<file path="src/rtl/sand_drop_ctrl_if.sv">
// rtl/sand_drop_ctrl_if.sv - drop request handshake bundle for sand_drop_ctrl
// Purpose: groups the request valid/ready handshake and the requested drop
//          coordinates into one interface.
// Signals: req_valid_i  requester -> controller  drop request
//          req_ready_o  controller -> requester  accept (handshake when both high)
//          req_x_i      requester -> controller  requested column (9 bits)
//          req_y_i      requester -> controller  requested row (9 bits)
// Modports: master = requester side, slave = controller side.
`timescale 1ns/1ps
interface sand_drop_ctrl_if;
   logic       req_valid_i;
   logic       req_ready_o;
   logic [8:0] req_x_i;
   logic [8:0] req_y_i;

   modport master (output req_valid_i, output req_x_i, output req_y_i, input req_ready_o);
   modport slave  (input req_valid_i, input req_x_i, input req_y_i, output req_ready_o);
endinterface

</file>
<file path="src/rtl/sand_drop_ctrl.sv">
// rtl/sand_drop_ctrl.sv - sandpile drop sequencer: accept a drop, pulse it, wait for settle
// Purpose: accepts a drop request inside the active window, pulses drop_o for
//          one cycle, then watches the array's collapse flags until two quiet
//          cycles in a row (or the settle timeout) and pulses done_o.
// Ports:   clk, rst (sync, active-high)
//          req           sand_drop_ctrl_if.slave request handshake + coordinates
//          activeRows_i / activeCols_i  active window size
//          collapse_i    per-cell collapse flags, index r*COLS+c
//          activated_o, drop_o, drop_x_o, drop_y_o   array control
//          done_o, timeout_o, reject_o               status
//          aval_cnt_o, drop_cnt_o                    statistics
// Config:  define SAND_DROP_CTRL_STATS_EN to build the avalanche / drop
//          counters; otherwise aval_cnt_o and drop_cnt_o are tied to 0.
`timescale 1ns/1ps
module sand_drop_ctrl #(
   parameter int ROWS       = 5,
   parameter int COLS       = 5,
   parameter int SETTLE_MAX = 1023
) (
   input  logic                       clk,
   input  logic                       rst,
   sand_drop_ctrl_if.slave            req,
   input  logic [$clog2(ROWS+1)-1:0]  activeRows_i,
   input  logic [$clog2(COLS+1)-1:0]  activeCols_i,
   input  logic [ROWS*COLS-1:0]       collapse_i,
   output logic                       activated_o,
   output logic                       drop_o,
   output logic [8:0]                 drop_x_o,
   output logic [8:0]                 drop_y_o,
   output logic                       done_o,
   output logic                       timeout_o,
   output logic                       reject_o,
   output logic [15:0]                aval_cnt_o,
   output logic [15:0]                drop_cnt_o
);

   typedef enum logic [1:0] {IDLE, DROP, SETTLE, DONE} state_t;

   state_t      state_q, state_d;
   logic [15:0] settle_cnt_q;
   logic        prev_zero_q;
   logic        reject_q;
   logic        timeout_q;
   logic        handshake, in_window, accept, reject;
   logic        any_collapse, stable, settle_last, settle_exit;

   assign handshake    = req.req_valid_i && (state_q == IDLE);
   assign in_window    = (req.req_x_i < 9'(activeCols_i)) && (req.req_y_i < 9'(activeRows_i));
   assign accept       = handshake && in_window;
   assign reject       = handshake && !in_window;
   assign any_collapse = |collapse_i;
   // collapse_i is registered in the array, so one quiet cycle can still be
   // followed by a late collapse; require two quiet cycles in a row.
   assign stable       = !any_collapse && prev_zero_q;
   // Last settle cycle once the counter would reach SETTLE_MAX.
   assign settle_last  = ({1'b0, settle_cnt_q} + 17'd1) >= 17'(SETTLE_MAX);
   assign settle_exit  = (state_q == SETTLE) && (stable || settle_last);

   always_comb begin
      state_d = state_q;
      case (state_q)
         IDLE:    if (accept) state_d = DROP;
         DROP:    state_d = SETTLE;
         SETTLE:  if (settle_exit) state_d = DONE;
         DONE:    state_d = IDLE;
         default: state_d = IDLE;
      endcase
   end

   always_ff @(posedge clk) begin
      if (rst) begin
         state_q      <= IDLE;
         settle_cnt_q <= 16'd0;
         prev_zero_q  <= 1'b0;
         reject_q     <= 1'b0;
         timeout_q    <= 1'b0;
         drop_x_o     <= 9'd0;
         drop_y_o     <= 9'd0;
      end else begin
         state_q      <= state_d;
         reject_q     <= reject;
         settle_cnt_q <= (state_q == SETTLE) ? settle_cnt_q + 16'd1 : 16'd0;
         prev_zero_q  <= (state_q == SETTLE) && !any_collapse;
         if (accept) begin
            drop_x_o  <= req.req_x_i;
            drop_y_o  <= req.req_y_i;
            timeout_q <= 1'b0;
         end else if (settle_exit && !stable) begin
            // stability takes precedence over timeout in the same cycle
            timeout_q <= 1'b1;
         end
      end
   end

   assign req.req_ready_o = (state_q == IDLE);
   assign drop_o          = (state_q == DROP);
   assign activated_o     = (state_q == DROP) || (state_q == SETTLE);
   assign done_o          = (state_q == DONE);
   assign reject_o        = reject_q;
   assign timeout_o       = timeout_q;

`ifdef SAND_DROP_CTRL_STATS_EN
   logic [15:0] aval_q, aval_nxt, aval_out_q, drop_cnt_q;

   assign aval_nxt = (any_collapse && (aval_q != 16'hFFFF)) ? aval_q + 16'd1 : aval_q;

   always_ff @(posedge clk) begin
      if (rst) begin
         aval_q     <= 16'd0;
         aval_out_q <= 16'd0;
         drop_cnt_q <= 16'd0;
      end else begin
         if (accept) begin
            aval_q     <= 16'd0;
            drop_cnt_q <= drop_cnt_q + 16'd1;
         end else if (state_q == SETTLE) begin
            aval_q <= aval_nxt;
         end
         // load on the SETTLE->DONE edge so the value is visible during DONE,
         // including a collapse seen in the final settle cycle
         if (settle_exit) aval_out_q <= aval_nxt;
      end
   end

   assign aval_cnt_o = aval_out_q;
   assign drop_cnt_o = drop_cnt_q;
`else
   assign aval_cnt_o = 16'd0;
   assign drop_cnt_o = 16'd0;
`endif

endmodule
</file>
<file path="src/flat_wrapper.sv">
// flat-port wrapper written by rule: the top's interface ports become plain ports
module sand_drop_ctrl_flat 
#(
   parameter int ROWS       = 5,
   parameter int COLS       = 5,
   parameter int SETTLE_MAX = 1023
)
  (clk, rst, activeRows_i, activeCols_i, collapse_i, activated_o, drop_o, drop_x_o, drop_y_o, done_o, timeout_o, reject_o, aval_cnt_o, drop_cnt_o, req_req_valid_i, req_req_x_i, req_req_y_i, req_req_ready_o);
  sand_drop_ctrl_if req_i ();
  input  logic clk;
  input  logic rst;
  input  logic [$clog2(ROWS+1)-1:0] activeRows_i;
  input  logic [$clog2(COLS+1)-1:0] activeCols_i;
  input  logic [ROWS*COLS-1:0] collapse_i;
  output logic activated_o;
  output logic drop_o;
  output logic [8:0] drop_x_o;
  output logic [8:0] drop_y_o;
  output logic done_o;
  output logic timeout_o;
  output logic reject_o;
  output logic [15:0] aval_cnt_o;
  output logic [15:0] drop_cnt_o;
  input wire logic [$bits(req_i.req_valid_i)-1:0] req_req_valid_i;
  input wire logic [$bits(req_i.req_x_i)-1:0] req_req_x_i;
  input wire logic [$bits(req_i.req_y_i)-1:0] req_req_y_i;
  output wire logic [$bits(req_i.req_ready_o)-1:0] req_req_ready_o;
  assign req_i.req_valid_i = req_req_valid_i;
  assign req_i.req_x_i = req_req_x_i;
  assign req_i.req_y_i = req_req_y_i;
  assign req_req_ready_o = req_i.req_ready_o;
  sand_drop_ctrl #(.ROWS(ROWS), .COLS(COLS), .SETTLE_MAX(SETTLE_MAX)) u_core (.clk(clk), .rst(rst), .req(req_i), .activeRows_i(activeRows_i), .activeCols_i(activeCols_i), .collapse_i(collapse_i), .activated_o(activated_o), .drop_o(drop_o), .drop_x_o(drop_x_o), .drop_y_o(drop_y_o), .done_o(done_o), .timeout_o(timeout_o), .reject_o(reject_o), .aval_cnt_o(aval_cnt_o), .drop_cnt_o(drop_cnt_o));
endmodule
</file>
<file path="config.mk">
export PLATFORM = sky130hd
export DESIGN_NAME = sand_drop_ctrl_flat
export DESIGN_NICKNAME = d
export VERILOG_FILES = /design/src/rtl/sand_drop_ctrl_if.sv /design/src/rtl/sand_drop_ctrl.sv /design/src/flat_wrapper.sv
export SDC_FILE = /design/constraint.sdc
export NUM_CORES = 1
export LEC_CHECK = 0
export CAP_MARGIN = 10
export CELL_PAD_IN_SITES_DETAIL_PLACEMENT = 0
export CELL_PAD_IN_SITES_GLOBAL_PLACEMENT = 2
export CORE_UTILIZATION = 24
export DETAILED_ROUTE_END_ITERATION = 6
export HOLD_SLACK_MARGIN = 0.12
export PLACE_DENSITY = 0.89
export SYNTH_ARGS = -nofsm -noshare
export SYNTH_HDL_FRONTEND = slang
export SYNTH_SLANG_ARGS = --single-unit
</file>
<file path="constraint.sdc">
create_clock -name clk -period 3.6 [get_ports clk]
set_input_delay 0.36 -clock clk [delete_from_list [all_inputs] [get_ports clk]]
set_output_delay 0.36 -clock clk [all_outputs]
set_load 0.05 [all_outputs]
</file>
After elaboration in Yosys (flattened, before gate mapping)
Index checks and enable logic that the tools add are counted.

Add/sub/neg operators: 2. Multiply operators: 0. Div/mod/pow operators: 0. Magnitude comparators: 3. Equality and inequality tests: 5. Shifts and indexed selects: 0. Multiplexer cells: 3. Bitwise logic cells: 1. Reduce and logical (&&, ||, !) cells: 18.

Operator list (number): 25-bit OR reduction (1); 9-bit by 3-bit less-than comparator with 1-bit output (2); 16-bit by 1-bit adder with 17-bit output (second input constant) (1); 17-bit by 10-bit >= comparator with 1-bit output (second input constant) (1); 16-bit by 1-bit adder with 16-bit output (second input constant) (1); 1-bit logical AND (8); 2-bit case mux with 4 select lines (1); 2-bit == test (second input constant) (2); 2-bit 2-to-1 mux (2); 2-bit by 1-bit inequality test with 1-bit output (second input constant) (2); 2-bit OR reduction (2); 1-bit zero test (3); 2-bit by 1-bit == test with 1-bit output (second input constant) (1); 2-bit zero test (1); 1-bit logical OR (2); 2-bit AND reduction (1); 1-bit inverter (1).

Register bits after elaboration: 39. Bits in latches: 0. RAM bits: 0. Memory bits (read-only): 0. Memories kept: 0.

Depth between registers and ports, before layout
Depth after elaboration: 7. Gate-level depth with buffers: 8. Mapped depth without buffers: 8.

Least setup slack after synthesis
Ideal clock, no wire load.

Kind: reg-to-reg. Start: register u_core.state_q[0]. End: register u_core.state_q[0]. Library setup time: 0.061 ns. Data arrival time: 1.950 ns. Path slack: 1.589 ns. Cell stages (with the launch flop): 7. Path through: dfxtp_1 > inv_1 > ha_1 > nand2_1 > or3_4 > a32oi_2 > o221a_1.

Word-level cells in the longest chain between the ends: 5. Elaborated cells between the ends (all ways): 11. Those cells by class: eq/ne: 5; mux: 1; reduce/logical: 5.

RTL lines: from (decl) (line sand_drop_ctrl.sv:39) `state_t state_q, state_d;`; from (signal assigned) (line sand_drop_ctrl.sv:80) `state_q <= state_d;`; 2-bit zero test (*); net req_req_ready_o (line flat_wrapper.sv:27) `output wire logic [$bits(req_i.req_ready_o)-1:0] req_req_ready_o;`; 1-bit logical AND (line sand_drop_ctrl.sv:47) `assign handshake = req.req_valid_i && (state_q == IDLE);`; 1-bit logical AND (line sand_drop_ctrl.sv:49) `assign accept = handshake && in_window;`; 2-bit by 1-bit inequality test with 1-bit output (no source line); 2-bit AND reduction (no source line).

The timed path passes the listed nets; every way through them passes the cells marked *. A chain may end at the register's enable or synchronous reset.

Final worst setup path
Start: register u_core.state_q[0]. End: output port activated_o.

Word-level cells in the longest chain between the ends: 2. Elaborated cells between the ends (all ways): 3. Those cells by class: eq/ne: 2; reduce/logical: 1.

RTL lines: 2-bit by 1-bit == test with 1-bit output / 2-bit == test (equally long branches) (line sand_drop_ctrl.sv:97) `assign activated_o = (state_q == DROP) || (state_q == SETTLE);`; 1-bit logical OR (*) (line sand_drop_ctrl.sv:97); to (decl) (line flat_wrapper.sv:15) `output logic activated_o;`.

Every way passes the cells marked *; elsewhere a longest branch is shown, timed or not.

==> summary.txt <==
Synth Register Bits = 39
Largest buffer count on any clock path = 2
Max cap viols = 0
Sequential area share after synthesis = 0.361
Die Span Y = 96.9 um
Cell count after synthesis = 247
Startpoint types = flop
Clk Latency, worst-skew pair = 0.29 ns
Chip Width = 96.9 um
Hold Slack = 0.485 ns
Worst R2R Start = u_core.settle_cnt_q[2]
HPWL Detailed = 3550 um
1st-iter DRT viols = 49
DR vias/cell = 4.14
Setup CP Type = reg2out
Gpl congestion = 0.719
Async set or reset register ratio after synthesis = 0
Clock-pin slew on the worst setup and hold paths = 0.08 ns
Setup violations, final = 0
Crit end category = primary output
Wire per inst = 10.8 um
CP Cell Sequence = inv_1 > ha_1 > clkdlybuf4s50_1
Final Critical Period = 2.25 ns
Congestion Overflow GR = 0
IR Drop Worst-Case VDD = 198 uV
Critical path destination = activated_o
IO buf count = 75
R2r worst-path depth = 6
Nets = 379
Final Slew Violations = 0
CTS hold repair buffers = 0
Placement Cell Area = 2880 sq um
1st-pass router iterations = 4
Synth warn = 0
Overall Power = 0.951 mW
DIE AREA = 9390 sq um
Worst R2R End = u_core.state_q[0]
Slowest-stage cell, CP = clkdlybuf4s50_1
Core box area = 8720 sq um
Number of synthesized flops with an enable pin = 0
Final WL = 4600 um
Worst hold stages = 1
Avg Inst Size Synth = 8.75 sq um
Routed Antenna Nets = 0
Most frequent cells in the layout = clkdlybuf4s50_1 (75), dfxtp_1 (39), conb_1 (32), nor2_1 (27), nand2_1 (14)
Total track usage = 0.102
Distinct cell type count after synthesis = 45
CTS H-Tree Depth = 2
First-pass GRT wire length = 8050 um
CTS Sinks = 39
CTS resizes = 0
Mapped cell area = 2160 sq um
Area growth, synth to finish = 38.3%
Final worst path period share = 0.624
Fmax = 445 MHz
Row count = 34
Finished Cell Area = 2990 sq um
Commonest non-fill, non-tap cell in the layout = clkdlybuf4s50_1
Root Buffer = clkbuf_8
Worst R2R Setup Slack = 1.54 ns
Critical Path Max Stage Delay = 0.81 ns
Crit path DAT = 1.89 ns
Post-CTS setup buffers = 0
DRC = 0
Crit path from = u_core.state_q[0]
Leakage = 1.18 nW
Setup TNS = 0 ns
Final hold viol count = 0
Ys flop type = dfxtp_1
Transition time of the tightest slew-check pin = 0.617 ns
Starting Density = 0.248
Worst clock skew = 0.00733 ns
Data required, critical path = 3.24 ns
Pwr dens = 318 nW/um^2
Share of cells above drive strength 1 = 0.0503
CTS tree = built
RSZ-0062 raised after global routing = false
Max_slew headroom = 0.588
# diodes = 0
Vias in the first global route = 1,690
IO Count = 108
Antenna violations before repair = 0
PnR worst setup slack = 1.35 ns
Final Util = 0.343
Via count = 1,764
CTS buffer count = 5
Worst min path class = reg2reg
Final instance count without filler cells = 426
Worst slack, placed = 1.06 ns
Status = finished, final reports clean
Worst Path Max Fanout = 4
Largest net degree at the start of global routing = 18
Placed insts = 418
==> how the worst min path moves through the flow <==
| stage | startpoint | end | slack, ns |
|---|---|---|---|
| after global routing | u_core.drop_x_o[4] | u_core.drop_x_o[4] | 0.50 |
| after floorplan | collapse_i[12] | u_core.prev_zero_q | 0.44 |
| after CTS | u_core.drop_y_o[6] | u_core.drop_y_o[6] | 0.49 |
| final | u_core.drop_y_o[8] | u_core.drop_y_o[8] | 0.49 |
| after global placement | u_core.settle_cnt_q[0] | u_core.settle_cnt_q[0] | 0.47 |
| after detailed placement | u_core.drop_y_o[3] | u_core.drop_y_o[3] | 0.47 |
==> state kept, by name, indices dropped and copies added (netlist names) <==
name,flops
u_core.reject_o,1
u_core.drop_y_o,9
u_core.state_q,2
u_core.drop_x_o,9
u_core.prev_zero_q,1
u_core.settle_cnt_q,16
u_core.timeout_o,1
==> logic make-up (layout without fill, tap and decap cells) <==
kind of cell               after synthesis  count (layout)  synth area share
and+or+nand+nor                         96              96             0.246
buffers and inverters                   55              95             0.153
DFF                                     39              39             0.361
AOI/OAI and AO/OA                       22              22            0.0770
xor gates and xnor gates                14              14            0.0567
adders and majority gates               10              10            0.0579
muxes                                   10              10            0.0463
other                                    1              32           0.00173
==> synth_stat cells, types with 2 or more instances <==
cell type	number	area share
a21oi_1	5	0.012
and2_1	3	0.0087
and3_1	13	0.038
and4_1	2	0.0081
buf_2	3	0.0069
buf_4	32	0.11
clkbuf_1	7	0.012
dfxtp_1	39	0.36
ha_1	10	0.058
inv_1	12	0.021
mux2i_1	10	0.046
nand2_1	14	0.024
nand2b_1	4	0.012
nand3_1	4	0.0093
nand3b_1	2	0.0069
nand4_1	6	0.017
nor2_1	27	0.047
nor3_1	3	0.0069
nor4_1	7	0.020
nor4b_1	2	0.0081
o211a_1	2	0.0093
o211ai_1	2	0.0069
o21ai_0	3	0.0069
or3_1	2	0.0058
xnor2_1	4	0.016
xor2_1	10	0.041
==> critical path, delay by kind of cell, from the launching register on <==
kind	cells	cell delay, ns
flip-flops	1	0.40
buffers and inverters	2	0.89
adder cells (fa/ha/maj)	1	0.30
==> power breakdown <==
part | internal, mW | total, mW | switching, mW
registers | 0.432 | 0.432 | 0.000272
clock network | 0.206 | 0.369 | 0.162
logic | 0.0556 | 0.151 | 0.0949
total | 0.694 | 0.951 | 0.258
==> area by class of cell <==
class | count | area [sq um]
fillers | 883 | 5730
multi-input cells | 184 | 1170
flip-flops and latches | 39 | 781
repair buffers | 75 | 751
well taps | 108 | 135
clock buffers | 5 | 68.8
inverters | 12 | 45.0
clock inverters | 3 | 43.8
==> per-layer routing <==
layer | wire length [um] | GRT usage | vias to the layer above
met3 | 247 | 0.0275 | 6
met5 | 0 | 0 | -
met4 | 46 | 0.0253 | 0
li1 | - | - | 923
met1 | 2230 | 0.140 | 784
met2 | 2070 | 0.158 | 51
Power figures use the tool's default switching activity.
